## src/rtl/logs_voice.sv

```systemverilog
// Single-voice square-wave note player: accepts (period, length) notes and emits a registered tone.
// Optional build macro LOGS_VOICE_GAP_EN inserts a silent TICK_DIV-clock gap after every note.
module logs_voice #(
  parameter int PERIOD_W = 12,
  parameter int DUR_W    = 8,
  parameter int TICK_DIV = 256
) (
  input  logic                clk,
  input  logic                reset,
  input  logic                note_valid,
  output logic                note_ready,
  input  logic [PERIOD_W-1:0] note_period,
  input  logic [DUR_W-1:0]    note_len,
  output logic                busy,
  output logic                audio_out
);

  localparam int TICK_W = (TICK_DIV > 1) ? $clog2(TICK_DIV) : 1;
  localparam logic [TICK_W-1:0] TICK_LAST = TICK_W'(TICK_DIV - 1);

`ifdef LOGS_VOICE_GAP_EN
  typedef enum logic [1:0] {IDLE, PLAY, GAP} state_t;
`else
  typedef enum logic [1:0] {IDLE, PLAY} state_t;
`endif

  state_t              state, state_nxt;
  logic [PERIOD_W-1:0] period_q;
  logic [PERIOD_W-1:0] phase_cnt;
  logic [DUR_W-1:0]    rem_len;
  logic [TICK_W-1:0]   tick_cnt;
  logic                accept;
  logic                tick_wrap;
  logic                last_play;
  logic                toggle;

  assign note_ready = (state == IDLE);
  assign busy       = (state != IDLE);

  always_comb begin
    accept    = note_valid && note_ready;
    tick_wrap = (tick_cnt == TICK_LAST);
    // rem_len counts whole ticks still to play, so the final clock is the wrap with one tick left
    last_play = (state == PLAY) && tick_wrap && (rem_len == DUR_W'(1));
    toggle    = (state == PLAY) && (period_q != '0) &&
                (phase_cnt == period_q - PERIOD_W'(1));
  end

  always_comb begin
    state_nxt = state;
    case (state)
      IDLE: if (accept && (note_len != '0)) state_nxt = PLAY;
      PLAY: begin
        if (last_play) begin
`ifdef LOGS_VOICE_GAP_EN
          state_nxt = GAP;
`else
          state_nxt = IDLE;
`endif
        end
      end
`ifdef LOGS_VOICE_GAP_EN
      GAP: if (tick_wrap) state_nxt = IDLE;
`endif
      default: state_nxt = IDLE;
    endcase
  end

  always_ff @(posedge clk) begin
    if (reset) begin
      state     <= IDLE;
      period_q  <= '0;
      phase_cnt <= '0;
      rem_len   <= '0;
      tick_cnt  <= '0;
      audio_out <= 1'b0;
    end else begin
      state <= state_nxt;
      case (state)
        IDLE: begin
          if (accept && (note_len != '0)) begin
            period_q  <= note_period;
            rem_len   <= note_len;
            phase_cnt <= '0;
            tick_cnt  <= '0;
            audio_out <= 1'b0;
          end
        end
        PLAY: begin
          tick_cnt <= tick_wrap ? '0 : tick_cnt + TICK_W'(1);
          if (tick_wrap) rem_len <= rem_len - DUR_W'(1);
          if (toggle) phase_cnt <= '0;
          else if (period_q != '0) phase_cnt <= phase_cnt + PERIOD_W'(1);
          if (last_play) audio_out <= 1'b0;
          else if (toggle) audio_out <= ~audio_out;
        end
`ifdef LOGS_VOICE_GAP_EN
        // tick_cnt has just wrapped to 0 on the last PLAY clock, so it times the gap directly
        GAP: tick_cnt <= tick_wrap ? '0 : tick_cnt + TICK_W'(1);
`endif
        default: ;
      endcase
    end
  end

endmodule

```

## config.mk

```make
export PLATFORM = sky130hd
export DESIGN_NAME = logs_voice
export DESIGN_NICKNAME = d
export VERILOG_FILES = /design/src/rtl/logs_voice.sv
export SDC_FILE = /design/constraint.sdc
export NUM_CORES = 1
export LEC_CHECK = 0
export BUFFER_PORTS_ARGS = -buffer_cell sky130_fd_sc_hd__buf_2
export CELL_PAD_IN_SITES_DETAIL_PLACEMENT = 1
export CELL_PAD_IN_SITES_GLOBAL_PLACEMENT = 2
export CORE_UTILIZATION = 34
export DETAILED_ROUTE_END_ITERATION = 10
export PLACE_DENSITY_LB_ADDON = 0.25
export SLEW_MARGIN = 10
export SYNTH_ARGS = -nofsm -noshare
export SYNTH_HDL_FRONTEND = slang
export SYNTH_SLANG_ARGS = --single-unit
export TNS_END_PERCENT = 5
```

## constraint.sdc

```tcl
create_clock -name clk -period 2.9 [get_ports clk]
set_input_delay 0.29 -clock clk [delete_from_list [all_inputs] [get_ports clk]]
set_output_delay 0.29 -clock clk [all_outputs]
set_load 0.03 [all_outputs]
```

==> summary.md <==
| Metric | Value |
|---|---|
| Run status | finished, final reports clean |
| Total congestion overflow | 0 |
| Setup crit end kind | register |
| Crit path to | audio_out |
| Clock Path Buffers | 2 |
| Synth top area cells | dfxtp_1, nor2_1, xnor2_1 |
| CTS tree | yes |
| FP Rows | 29 |
| Data required time of the critical path | 3140 ps |
| Seq cells post-synth | 42 |
| First-pass GRT wire length | 10410 um |
| RR Startpoint | period_q[1] |
| # port buffers | 25 |
| Vias/cell | 5.325 |
| Fmax | 0.3706 GHz |
| Most frequent cell after synthesis | nor2_1 |
| H-tree levels | 2 |
| R2R Path End | audio_out |
| Clk pin slew, worst setup/hold paths | 80 ps |
| Final wirelength | 5931 um |
| Clk sink count | 42 |
| Worst slew pin tran | 593.0 ps |
| WL/cell | 14.40 um |
| CTS Root Buffer Type | clkbuf_8 |
| Worst hold start | note_period[9] |
| Minimum clock period | 2698 ps |
| Final hold viol count | 0 |
| Pin count of the biggest net entering global routing | 32 |
| Max Fanout on Critical Path | 7 |
| Initial DRC Count | 66 |
| Layout cells sized above 1 | 0.1463 |
| ANT nets after route | 0 |
| Die X | 85.13 um |
| Multi-input logic area | 1429 um^2 |
| Max-Cap Viols | 0 |
| Dpl cells | 403 |
| Util after Layout | 0.4113 |
| DRC | 0 |
| Synthesized Nets | 336 |
| Biggest area consumer among synthesized cells | dfxtp_1 |
| I/O pins | 26 |
| Cells after synthesis | 307 |
| Inserted Diodes | 0 |
| Layout Nets | 364 |
| Initial cell density of the core | 0.3618 |
| EDFF count, synth | 0 |
| Vias in the first global route | 2266 |
| Ys flop type | dfxtp_1 |
| Internal reg-to-reg setup slack | 200 ps |
| Slew headroom | 0.6046 |
| PD cells | 466.7 nW/um^2 |
| Full die area | 7247 um^2 |
| Leakage | 1.012 nW |
| RD Place Congestion | 0.7734 |
| Fill count | 833 |
| Layout Skew | 7.184 ps |
| Mapped cell area | 2350 um^2 |
| Initial antenna violation count | 0 |
| Pre-antenna DRT Iters | 5 |
| Worst slack at placement | 85.68 ps |
| Total core area | 6495 um^2 |
| Worst hold path type | primary input to register |
| Mean Syn Cell Area | 7.654 um^2 |
| Via count | 2194 |
| Crit path launch | period_q[1] |
| Setup ws final | 201.9 ps |
| Max-slew violations | 0 |
| Synth cell count leaders | nor2_1, nand2_1, dfxtp_1 |
| Sequential share of the synthesized area | 0.3578 |
| Period utilisation layout | 0.9304 |
| CP startpoint kind | register |
| Area grow syn2layout | 13.68% |
| Warnings from Yosys | 0 |
| CTS Buf Count | 5 |
| FF-to-FF path depth | 10 |
| Netlist cell types | 47 |
| Async SR Flop Fraction | 0 |
| Die height | 85.13 um |
| Kind of critical path | register to register |
| Gr usage total | 0.1830 |
| Arrival time at the worst endpoint | 2930 ps |
| Clk_lat worst skew | 300 ps |
| Yosys top cell area share | 0.3578 |
| Register area | 840.8 um^2 |
| VDD IR-drop max | 0.0001852 V |
| DP HPWL | 4452 um |
| Final setup vio count | 0 |
| Final instance count without filler cells | 412 |
==> layer usage <==
metal  routed length (um)  GRT usage  vias up  share of wire
li1                     -          -     1116              -
met1                 2654     0.2103     1044           0.45
met2                 2990     0.3336       25           0.50
met3                  173    0.03599        9          0.029
met4                  112    0.06934        0          0.019
met5                    0          0        -              0
==> worst max-delay path: stages, from the launching register on <==
cell and delay (ps):
dfxtp_1 340, inv_1 80, ha_2 200, or3b_4 400, or3_1 330, xnor2_1 150, a2111oi_2 320, nand4_2 110
buf_4 190, or4_1 400, a21boi_1 120
==> registers in the layout (all words and copies together) (netlist names) <==
register	count
period_q	12
phase_cnt	12
rem_len	8
tick_cnt	8
audio_out	1
state	1
==> cell type report <==
cell class              count  share of cell area
flip-flops and latches     42              0.3148
repair buffers             34             0.07213
inverters                   9             0.01265
clock inverters             2            0.003747
multi-input cells         243              0.5349
clock buffers               5             0.02576
well taps                  77             0.03607
==> what timing repair did <==
action                                  in CTS  in global routing
setup buffers                                0                  2
gates resized for setup                      0                  2
hold buffers                                 0                  0
endpoints found under the setup margin       0                  9
==> stage by stage <==
stage               hold slack, ps  setup TNS, ps  area (um^2)  power (mW)
floorplan                    426.0              0         2350      0.8205
global placement             474.5              0         2567      0.8956
detailed placement           472.7              0         2567      0.8995
CTS                          213.5              0         2646       1.274
global route                 233.4         -1.564         2671       1.335
finish                       222.8              0         2671       1.247
==> placed cells by master, fill, tap and decap left out, types with 11 or more instances in the layout <==
| cell | instances |
|---|---|
| nor2_1 | 47 |
| buf_2 | 25 |
| o21ai_0 | 11 |
| a21oi_1 | 24 |
| nand2_1 | 45 |
| nand3_1 | 12 |
| xnor2_1 | 20 |
| dfxtp_1 | 42 |
==> worst min path at each step <==
stage | end | slack [ps] | depth (start not counted)
after CTS | period_q[9] | 210 | 3
final | period_q[9] | 220 | 3
after detailed placement | rem_len[7] | 470 | 2
after floorplan | period_q[2] | 430 | 2
after global routing | period_q[2] | 230 | 3
after global placement | rem_len[7] | 470 | 2
==> kinds of logic (layout without fill, tap and decap cells) <==
group           after synthesis  count (layout)  synth area share
fa+ha+maj                     6               6           0.03195
simple gates                147             147            0.2950
mux                           2               2          0.008520
compound gates               59              59            0.1603
xor+xnor                     29              29            0.1081
buf+inv                      22              50           0.03834
flops                        42              42            0.3578
==> power by group <==
| part | internal [mW] | leakage (nW) | switching (mW) |
|---|---|---|---|
| clock network | 0.162 | 0.0438 | 0.200 |
| registers | 0.601 | 0.342 | 0.0341 |
| logic | 0.106 | 0.626 | 0.144 |
(Power assumes the default switching activity.)
